## config.mk

```make
export PLATFORM = sky130hd
export DESIGN_NAME = muap_packer
export DESIGN_NICKNAME = d
export VERILOG_FILES = /design/src/rtl/muap_packer.sv
export SDC_FILE = /design/constraint.sdc
export NUM_CORES = 1
export LEC_CHECK = 0
export BUFFER_PORTS_ARGS = -buffer_cell sky130_fd_sc_hd__buf_2
export CAP_MARGIN = 0
export CORE_ASPECT_RATIO = 2
export CORE_MARGIN = 2
export CORE_UTILIZATION = 55
export DETAILED_ROUTE_END_ITERATION = 6
export PLACE_DENSITY = 0.76
export SLEW_MARGIN = 40
export SYNTH_ARGS = -nofsm -noshare
export SYNTH_HDL_FRONTEND = slang
export SYNTH_SLANG_ARGS = --single-unit
export TNS_END_PERCENT = 50
```

## constraint.sdc

```tcl
create_clock -name clk -period 7.15 [get_ports clk]
set_input_delay 0.715 -clock clk [delete_from_list [all_inputs] [get_ports clk]]
set_output_delay 0.715 -clock clk [all_outputs]
set_load 0.01 [all_outputs]
```

## src/rtl/muap_packer.sv

```systemverilog
`default_nettype none
// muap_packer: assembles muap beats into spikes in a two-slot ping-pong buffer
// and streams each spike downstream as three header words plus SPK_LEN samples.
module muap_packer #(
  parameter int SPK_LEN = 19,
  parameter int CNT_W   = 16
) (
  input  logic             clk,
  input  logic             rst_n,
  input  logic             muap_stream_TVALID,
  output logic             muap_stream_TREADY,
  input  logic [31:0]      muap_stream_TUSER,
  input  logic [7:0]       muap_stream_TID,
  input  logic [31:0]      muap_stream_TDEST,
  input  logic [31:0]      muap_stream_TDATA,
  input  logic             spk_full,
  output logic             spk_wr_en,
  output logic [31:0]      spk_data,
  output logic             spk_last,
  output logic [31:0]      spk_count,
  output logic [CNT_W-1:0] drop_count,
  output logic             err_pulse
);

  localparam int               IDX_W    = $clog2(SPK_LEN);
  localparam logic [IDX_W-1:0] LAST_IDX = IDX_W'(SPK_LEN - 1);
  localparam logic [15:0]      LEN_WORD = 16'(SPK_LEN);

  typedef enum logic [2:0] {IDLE, HDR0, HDR1, HDR2, DATA} state_t;
  state_t state, state_nxt;

  logic [1:0]       slot_full;
  logic             wr_slot, rd_slot;
  logic [IDX_W-1:0] wr_idx, rd_idx;
  logic [31:0]      frame_q [2];
  logic [7:0]       ch_q    [2];
  logic [31:0]      hash_q  [2];
  logic [31:0]      samples [2][SPK_LEN];

  logic accept, mismatch, restart, commit, release_slot;

  assign muap_stream_TREADY = ~slot_full[wr_slot];
  assign accept   = muap_stream_TVALID & muap_stream_TREADY;
  assign mismatch = accept && (wr_idx != '0) &&
                    ((muap_stream_TUSER != frame_q[wr_slot]) || (muap_stream_TID != ch_q[wr_slot]));
  // A mismatching beat is not discarded: it opens a new spike in the same slot.
  assign restart  = accept && ((wr_idx == '0) || mismatch);
  assign commit   = accept && !mismatch && (wr_idx == LAST_IDX);

  assign spk_wr_en    = (state != IDLE) && !spk_full;
  assign release_slot = spk_wr_en && (state == DATA) && (rd_idx == LAST_IDX);

  // Payload storage carries no reset; slot_full alone says what is valid.
  always_ff @(posedge clk) begin
    if (restart) begin
      frame_q[wr_slot] <= muap_stream_TUSER;
      ch_q[wr_slot]    <= muap_stream_TID;
      hash_q[wr_slot]  <= muap_stream_TDEST;
    end
    if (accept) begin
      samples[wr_slot][mismatch ? '0 : wr_idx] <= muap_stream_TDATA;
    end
  end

  always_ff @(posedge clk or negedge rst_n) begin
    if (!rst_n) begin
      wr_slot    <= 1'b0;
      wr_idx     <= '0;
      err_pulse  <= 1'b0;
      drop_count <= '0;
    end else begin
      err_pulse <= mismatch;
      if (mismatch && (drop_count != '1)) begin
        drop_count <= drop_count + 1'b1;
      end
      if (commit) begin
        wr_idx  <= '0;
        wr_slot <= ~wr_slot;
      end else if (accept) begin
        wr_idx <= mismatch ? IDX_W'(1) : wr_idx + 1'b1;
      end
    end
  end

  // Commit and release always target different slots, so both may land on one edge.
  always_ff @(posedge clk or negedge rst_n) begin
    if (!rst_n) begin
      state     <= IDLE;
      slot_full <= 2'b00;
      rd_slot   <= 1'b0;
      rd_idx    <= '0;
      spk_count <= '0;
    end else begin
      state <= state_nxt;
      if (commit) begin
        slot_full[wr_slot] <= 1'b1;
      end
      if (release_slot) begin
        slot_full[rd_slot] <= 1'b0;
        rd_slot            <= ~rd_slot;
        spk_count          <= spk_count + 32'd1;
      end
      if (spk_wr_en && (state == DATA)) begin
        rd_idx <= release_slot ? '0 : rd_idx + 1'b1;
      end
    end
  end

  always_comb begin
    state_nxt = state;
    spk_data  = '0;
    spk_last  = 1'b0;
    case (state)
      IDLE: if (slot_full[rd_slot]) state_nxt = HDR0;
      HDR0: begin
        spk_data = {8'hA5, ch_q[rd_slot], LEN_WORD};
        if (spk_wr_en) state_nxt = HDR1;
      end
      HDR1: begin
        spk_data = frame_q[rd_slot];
        if (spk_wr_en) state_nxt = HDR2;
      end
      HDR2: begin
        spk_data = hash_q[rd_slot];
        if (spk_wr_en) state_nxt = DATA;
      end
      DATA: begin
        spk_data = samples[rd_slot][rd_idx];
        spk_last = (rd_idx == LAST_IDX);
        if (release_slot) state_nxt = IDLE;
      end
      default: state_nxt = IDLE;
    endcase
    if (!spk_wr_en) begin
      spk_data = '0;
      spk_last = 1'b0;
    end
  end

endmodule
`default_nettype wire

```

# ---- After elaboration in Yosys (flattened, before gate mapping)
# Memories as Yosys holds them, arrays and structs flattened.
# Index checks and enable logic that the tools add are counted.
dict set report word_totals {
  input_bits 108
  reg_bits 66
  mem_bits_rw 1360
  mem_count 4
}
# name words width rd rd_ports_with_merged_regs wr line_no
set memory_table {}
lappend memory_table {samples 2 608 1 0 1 38} ;# logic [31:0] samples [2][SPK_LEN];
lappend memory_table {frame_q 2 32 2 0 1 35} ;# logic [31:0] frame_q [2];
lappend memory_table {hash_q 2 32 1 0 1 37} ;# logic [31:0] hash_q [2];
lappend memory_table {ch_q 2 8 2 0 1 36} ;# logic [7:0] ch_q [2];
dict set report op_classes {
  mux 34
  order_cmp 7
  reduce_logical 22
  addsub 4
  bitwise 9
  n_eq_ne 14
}
# cell count
set op_table {}
lappend op_table {{two-way mux 608 bit} 1}
lappend op_table {{binary-select mux 32 bit (select 5 bit)} 1}
lappend op_table {{demux 32 bit (select 5 bit)} 1}
lappend op_table {{two-way mux 32 bit} 4}
lappend op_table {{case mux 32 bit (4 select lines)} 1}
lappend op_table {{adder 32 x 1 -> 32 bit, second input constant} 1}
lappend op_table {{!= test 32 bit} 1}
lappend op_table {{two-way mux 5 bit} 5}
lappend op_table {{adder 16 x 1 -> 16 bit, second input constant} 1}
lappend op_table {{!= test 16 bit, second input constant} 1}
lappend op_table {{two-way mux 3 bit} 5}
lappend op_table {{case mux 3 bit (5 select lines)} 1}
lappend op_table {{>= comparator 6 bit, second input constant} 2}
lappend op_table {{logical AND 1 bit} 12}
lappend op_table {{inverter 5 -> 6 bit} 2}
lappend op_table {{two-way mux 1 bit} 11}
lappend op_table {{adder 5 x 1 -> 5 bit, second input constant} 2}
lappend op_table {{== test 5 bit, second input constant} 2}
lappend op_table {{!= test 2 bit, second input constant} 5}
lappend op_table {{!= test 8 bit} 1}
lappend op_table {{== test 3 x 2 -> 1 bit, second input constant} 2}
lappend op_table {{< comparator 6 x 1 -> 1 bit, second input constant} 1}
lappend op_table {{zero test 5 bit} 1}
lappend op_table {{AND reduction 5 bit} 1}
lappend op_table {{other kinds (17)} 25}

# ---- Depth between registers and ports, before layout
# Gate-level depths: netlist of run 1.
dict set report depth {
  depth_word 13
  ltp_mapped 12
  depth_no_buf 9
}

# ---- Worst setup path after synthesis of run 1
# No wires, ideal clock.
dict set report synth_timing {
  path_type {register to register}
  from {reg wr_slot}
  to {mem ch_q[0][0] (enable)}
  slack_ns 1.840
  setup_time_ns 0.510
  path_stages_with_launch 11
  path_buffers 3
  required_ns 6.640
  period_less_slack_ns 5.310
  arrival_ns 4.801
  cell_sequence {dfrtp_1 -> clkbuf_1 -> buf_6 -> buf_2 -> mux2i_1 -> xnor2_1 -> nor4_1 -> nand4_1 -> nor3_1 -> a21oi_1 -> nor2b_1}
}
dict set report synth_between {
  elab_chain_len 10
  word_cells_on_any_way 15
}
# item line_no
set synth_rtl {}
lappend synth_rtl {{start, declared} 33} ;# logic wr_slot, rd_slot;
lappend synth_rtl {{start signal, assigned} 78} ;# wr_slot <= ~wr_slot;
lappend synth_rtl {{branches (longest 10 deep; another with memory (2 x 32 bit))} --}
lappend synth_rtl {{end, declared} 36}
# Parallel ways; which one is timed is not known. The select of a mux whose other input is x is not followed.

# ---- Final worst setup path of run 1
dict set report layout_timing {
  from {reg wr_slot}
  to {mem samples[0][366] in the netlist's numbering (enable)}
}
dict set report layout_between {
  elab_chain_len 13
  word_cells_on_any_way 20
}
# item line_no
set layout_rtl {}
lappend layout_rtl {{branches (longest 13 deep; another with memory (2 x 32 bit))} --}
lappend layout_rtl {{end, declared} 38}
# Parallel ways; which one is timed is not known. The select of a mux whose other input is x is not followed.

==> flow_metrics.tcl, run 1 <==
set metrics [dict create \
    drt_wl_total_microns 150600 \
    finalMaxSlewViolations 0 \
    synth_fp_nets 2983 \
    hold_viol 0 \
    worst_slew_pin_slew_ps 1028 \
    crit_buf_inv 2 \
    dr_total_vias 29980 \
    status "finished clean" \
    post_cts.repair.setup_buffers 0 \
    synth_cell_types 59 \
    ys_warn_count 0 \
    grtUsageTotal_pct 28.81 \
    dieWidth_microns 230.2 \
    pre_cts_slack_ps 1413 \
    crit_family "simple AND/OR/NAND/NOR gates" \
    crit_fanout 43 \
    path_common_cell "buf_4" \
    ioPinCount 192 \
    rsz0062_at_grt "no" \
    synthToLayoutAreaGrowth_pct 12.95 \
    area.sequential_sq_mm 0.04250 \
    ctsResizeCount 0 \
    synth_ff_type "edfxtp_1" \
    fp.dieH_microns 456.4 \
    synth-edff-count 1360 \
    finalCritPeriodShare_pct 80.53 \
    end_kind "flop" \
    cts_tree "built" \
    multi_input_area_sq_mm 0.01338 \
    timing.fmax_mhz 173.7 \
    avgViaCountPerCell 6.554 \
    arrival_ps 6200 \
    start_kind "flop" \
    port_buffers 191 \
    drt_pass1_iterations 5 \
    wl_per_cell_microns 32.93 \
    final_core_util_pct 62.34 \
    ant_nets 0 \
    grt_max_degree 120 \
    syn_inst 2868 \
    worst_hold_path_type "in2reg" \
    cts_buffers 111 \
    drtIter0Drc 3500 \
    setup_tns_ps 0 \
    clock_latency_ps 760 \
    antenna_found_initial 24 \
    critPathMaxStageDelay_ps 920 \
    fin_skew_ps 39.21 \
    synthesis.area_sq_mm 0.05629 \
    place.gp.congestion 1.003 \
    grt_pass1_wl_microns 215400 \
    dp.final_hpwl_microns 98380 \
    p_leak_nw 20.01 \
    drive_gt1_share_pct 25.74 \
    syn_area_per_cell_sq_um 19.63 \
    row_count 166 \
    period_needed_ps 5758 \
    setup_viol 0 \
    max-vdd-ir-drop_uv 252.5 \
    core_sq_mm 0.1020 \
    cap_violations 0 \
    fin_area_sq_mm 0.06358 \
    crit_required_ps 7590 \
    fin_ws_ps 1392 \
    critPathKind "reg2reg" \
    cts-htree-levels 3 \
    initial_core_util_pct 55.20 \
    powerDensity_mw_per_mm2 300.2 \
    crit_chain "buf_4 > mux2i_1 > xnor2_1 > nor4_1 > nand4_1 > nor4_2 > nand3_1 > nor2_4 > buf_4" \
    async_flop_share_pct 4.628 \
    dp.cells 4341 \
    ys_ff_latch 1426 \
    final_cell_count_no_fill 4574 \
    clockRootBuffer "clkbuf_16" \
    place_area_sq_mm 0.05958 \
    hold_buffers 1 \
    grt_overflow_total 0 \
    fillCellCount 6764 \
    seq_area_frac_synth_pct 75.48 \
    relSlewSlack_pct 31.48 \
    layout.nets 3229 \
    cts_sinks 1426 \
    slowest_stage "nor2_4" \
    cts.path.max_buffers 3 \
    clk_pin_slew_ps 80 \
    drcViolationCount 0 \
    die-area_sq_mm 0.1051 \
    grt_pass1_vias 30470 \
]
-- cell families after synthesis --
logic type	share of synthesized area [%]
flip-flops	75.48
AO/OA/AOI/OAI	3.272
XOR/XNOR	1.385
multiplexers	15.27
adder cells (fa/ha/maj)	0.1556
buffers and inverters	1.318
AND/OR/NAND/NOR	3.118
-- flip-flops by register name, indices dropped and copies added, names as in the netlist, 5 cells and up --
| register | flops |
|---|---|
| samples | 1216 |
| frame_q | 64 |
| wr_idx | 5 |
| hash_q | 64 |
| ch_q | 16 |
| drop_count | 16 |
| rd_idx | 5 |
| spk_count | 32 |
-- power breakdown --
part	total (W)	leakage [nW]	switching [W]	internal (W)
registers	0.00934	13.2	0.000129	0.00921
logic	0.00324	4.98	0.00210	0.00114
clock network	0.00651	1.86	0.00296	0.00355
-- synth_stat cells, types with 2 or more instances --
| cell type | n | area (sq um) |
|---|---|---|
| o21ai_0 | 68 | 340.3 |
| a2111oi_0 | 3 | 26.28 |
| nor4_1 | 11 | 68.82 |
| or3_1 | 5 | 31.28 |
| a221oi_1 | 8 | 70.07 |
| a22oi_1 | 8 | 60.06 |
| nor4_2 | 2 | 25.02 |
| inv_1 | 8 | 30.03 |
| mux4_2 | 268 | 6036 |
| a21oi_1 | 72 | 360.4 |
| xnor2_1 | 68 | 595.6 |
| buf_2 | 53 | 265.3 |
| dfrtp_1 | 66 | 1652 |
| mux2i_1 | 232 | 2322 |
| nand3b_1 | 2 | 15.01 |
| clkinv_1 | 2 | 7.510 |
| and2_1 | 10 | 62.56 |
| a31oi_1 | 4 | 25.02 |
| clkbuf_1 | 70 | 262.8 |
| ha_1 | 7 | 87.58 |
| nor3_1 | 53 | 265.3 |
| nand3_1 | 29 | 145.1 |
| buf_4 | 12 | 90.09 |
| nand2b_1 | 4 | 25.02 |
| mux2_2 | 21 | 236.5 |
| and3_1 | 15 | 93.84 |
| nand4_1 | 14 | 87.58 |
| xor2_1 | 21 | 183.9 |
| o221ai_1 | 52 | 455.4 |
| edfxtp_1 | 1360 | 40840 |
| nor2b_1 | 9 | 56.30 |
| a22o_1 | 2 | 17.52 |
| a211oi_1 | 4 | 30.03 |
| nor2_1 | 91 | 341.6 |
| buf_1 | 19 | 71.32 |
| nand2_1 | 120 | 450.4 |
| o22ai_1 | 45 | 281.5 |
| a211o_1 | 8 | 70.07 |
| o31a_1 | 2 | 17.52 |
-- final timing paths --
path                       slack, ps              end                  start  cells after the start
max in group asynchronous       6030        rd_idx[2]                  rst_n                      4
setup reg to reg                1390  samples[0][366]                wr_slot                      9
hold reg to reg                  490    spk_count[25]          spk_count[25]                      1
setup / recovery                1390  samples[0][366]                wr_slot                      9
min in group asynchronous        510     spk_count[9]                  rst_n                      3
hold / removal                   160    hash_q[0][31]  muap_stream_TDEST[31]                      1
-- per-stage QoR --
| stage | hold WS (ps) | total power [W] |
|---|---|---|
| 2_1_floorplan | 419.4 | 0.01132 |
| 3_3_place_gp | 455.5 | 0.01260 |
| 3_5_place_dp | 463.2 | 0.01267 |
| 4_1_cts | 123.8 | 0.01909 |
| 5_1_grt | 146.5 | 0.01950 |
| 6_report | 157.0 | 0.01909 |
-- routing by layer --
layer | global-route usage [%] | vias up | wire [microns]
met5 | 0 | - | 21
met4 | 18.00 | 4 | 10880
met3 | 4.314 | 378 | 10810
met2 | 51.39 | 1876 | 80920
met1 | 32.25 | 15500 | 47990
li1 | - | 12220 | -
-- cells in the final DEF, fill, tap and decap left out, drive strengths merged, types with 15 or more instances in the layout --
cell    synthesis  layout
a21oi          72      72
and3           15      15
buf            85     287
bufinv          0      17
clkbuf         70     128
clkinv          2      45
dfrtp          66      66
diode           0      17
edfxtp       1360    1360
inv             9      21
mux2           21      21
mux2i         232     232
mux4          268     268
nand2         120     120
nand3          30      30
nor2           91      91
nor3           54      54
o21ai          68      68
o221ai         52      52
o22ai          45      45
xnor2          68      68
xor2           21      21
-- final cells by class --
type / count / share of cell area (%)
flip-flops and latches: 1426 / 66.85
multi-input cells: 1276 / 21.04
repair buffers: 288 / 3.281
inverters: 11 / 0.06888
clock inverters: 84 / 1.515
clock buffers: 128 / 4.532
well taps: 1344 / 2.645
diodes: 17 / 0.06691
Note: power is estimated with default switching activity, not from simulation.
==> run 2: changes to the inputs <==
==> constraint.sdc (replaced) <==
create_clock -name clk -period 5.4 [get_ports clk]
set_input_delay 0.54 -clock clk [delete_from_list [all_inputs] [get_ports clk]]
set_output_delay 0.54 -clock clk [all_outputs]
set_load 0.01 [all_outputs]
==> flow_metrics.tcl, run 2 (synthesis results as in run 1) <==
set metrics [dict create \
    max-vdd-ir-drop_uv 298.3 \
    slowest_stage "dfrtp_4" \
    ctsResizeCount 0 \
    p_leak_nw 20.17 \
    drtIter0Drc 3702 \
    drt_wl_total_microns 141800 \
    grt_max_degree 96 \
    area.sequential_sq_mm 0.04251 \
    finalMaxSlewViolations 0 \
    grt_overflow_total 0 \
    cap_violations 0 \
    wl_per_cell_microns 30.81 \
    fillCellCount 6660 \
    cts_buffers 111 \
    dp.final_hpwl_microns 88210 \
    port_buffers 191 \
    setup_tns_ps 0 \
    drt_pass1_iterations 5 \
    relSlewSlack_pct 43.92 \
    avgViaCountPerCell 6.486 \
    grt_pass1_wl_microns 207000 \
    row_count 166 \
    crit_family "buffers and inverters" \
    hold_viol 0 \
    finalCritPeriodShare_pct 88.02 \
    drive_gt1_share_pct 25.51 \
    multi_input_area_sq_mm 0.01336 \
    grtUsageTotal_pct 27.14 \
    period_needed_ps 4753 \
    dieWidth_microns 230.2 \
    reg.largest.list "samples: 1216 flops, frame_q: 64 flops, hash_q: 64 flops" \
    cts-htree-levels 3 \
    cts_tree "built" \
    critPathMaxStageDelay_ps 760 \
    status "finished clean" \
    start_kind "flop" \
    layout.nets 3270 \
    synthToLayoutAreaGrowth_pct 13.57 \
    final_core_util_pct 62.69 \
    place.gp.congestion 0.9406 \
    core_sq_mm 0.1020 \
    timing.fmax_mhz 210.4 \
    grt_pass1_vias 31330 \
    final_common_cell "edfxtp_1" \
    crit_fanout 37 \
    clockRootBuffer "clkbuf_16" \
    powerDensity_mw_per_mm2 395.5 \
    setup_viol 0 \
    drcViolationCount 0 \
    crit_buf_inv 3 \
    clk_pin_slew_ps 70 \
    crit_required_ps 4860 \
    worst_hold_path_type "in2reg" \
    largest_reg_flops 1216 \
    arrival_ps 4210 \
    die-area_sq_mm 0.1051 \
    initial_core_util_pct 55.20 \
    critPathKind "reg2out" \
    ioPinCount 192 \
    dr_total_vias 29840 \
    cts.path.max_buffers 3 \
    clock_latency_ps 720 \
    cts_sinks 1426 \
    final_cell_mix "edfxtp_1, mux4_2, mux2i_1" \
    crit_chain "clkinv_1 > nand2_4 > buf_4 > o221ai_1 > a21oi_1 > nor3_1 > o21ai_0 > nand2_1 > buf_2" \
    antenna_found_initial 7 \
    largest-register "samples" \
    ant_nets 0 \
    end_kind "primary output" \
    worst_slew_pin_slew_ps 841.3 \
    rsz0062_at_grt "no" \
    post_cts.repair.setup_buffers 0 \
    hold_buffers 32 \
    fin_skew_ps 22.68 \
    fp.dieH_microns 456.4 \
]
-- run 2: cell types whose count changed in the layout (fill, tap and decap cells not counted), moves of 7 or more --
cell / delta
clkinvlp_4: +7
dlygate4sd3_1: +32
buf_8: -12
diode_2: -13
buf_16: -7
buf_12: +11
clkinv_2: -8
clkbuf_16: +7
buf_2: +18
-- run 2: cell type report --
| class | instances | share of cell area [%] |
|---|---|---|
| Clock inverter | 77 | 1.458 |
| Inverter | 11 | 0.07242 |
| Clock buffer | 134 | 4.791 |
| Sequential cell | 1426 | 66.49 |
| Antenna cell | 4 | 0.01566 |
| Timing Repair Buffer | 329 | 3.648 |
| Tap cell | 1344 | 2.630 |
| Multi-Input combinational cell | 1276 | 20.89 |
-- run 2: where the power goes --
part / switching, W / leakage (nW) / internal (W) / total (W)
combinational: 0.00252 / 5.09 / 0.00153 / 0.00405
clock: 0.00387 / 1.90 / 0.00498 / 0.00885
sequential: 0.000191 / 13.2 / 0.0122 / 0.0124
total: 0.00658 / 20.2 / 0.0187 / 0.0253
-- run 2: final timing paths --
check / from / to / slack [ps] / cells after the start
setup / recovery: rd_idx[0] / spk_data[17] / 650 / 9
hold / removal: muap_stream_TUSER[19] / frame_q[1][19] / 40 / 1
setup reg to reg: wr_slot / samples[1][395] / 1190 / 10
hold reg to reg: drop_count[9] / drop_count[9] / 490 / 1
max in group asynchronous: rst_n / wr_slot / 4440 / 3
min in group asynchronous: rst_n / spk_count[27] / 460 / 3
-- run 2: stage by stage --
step           setup slack (ps)  total power (W)  hold WS [ps]  instances  area [sq um]
2_1_floorplan             89.52          0.01499         244.4       2868         56290
3_3_place_gp               1033          0.01647         458.4       4352         59550
3_5_place_dp               1243          0.01658         474.6       4353         59590
4_1_cts                   653.2          0.02533        0.4191       4596         63910
5_1_grt                   493.0          0.02595         22.12       4601         63930
6_report                  646.8          0.02528         40.42       4601         63930
-- run 2: routing by layer --
| metal | part of all wire, % | up-vias | GRT usage (%) |
|---|---|---|---|
| li1 | - | 12280 | - |
| met1 | 33 | 15430 | 31.04 |
| met2 | 54 | 1727 | 48.76 |
| met3 | 7.3 | 407 | 4.046 |
| met4 | 5.9 | 6 | 14.78 |
| met5 | 0.023 | - | 0 |
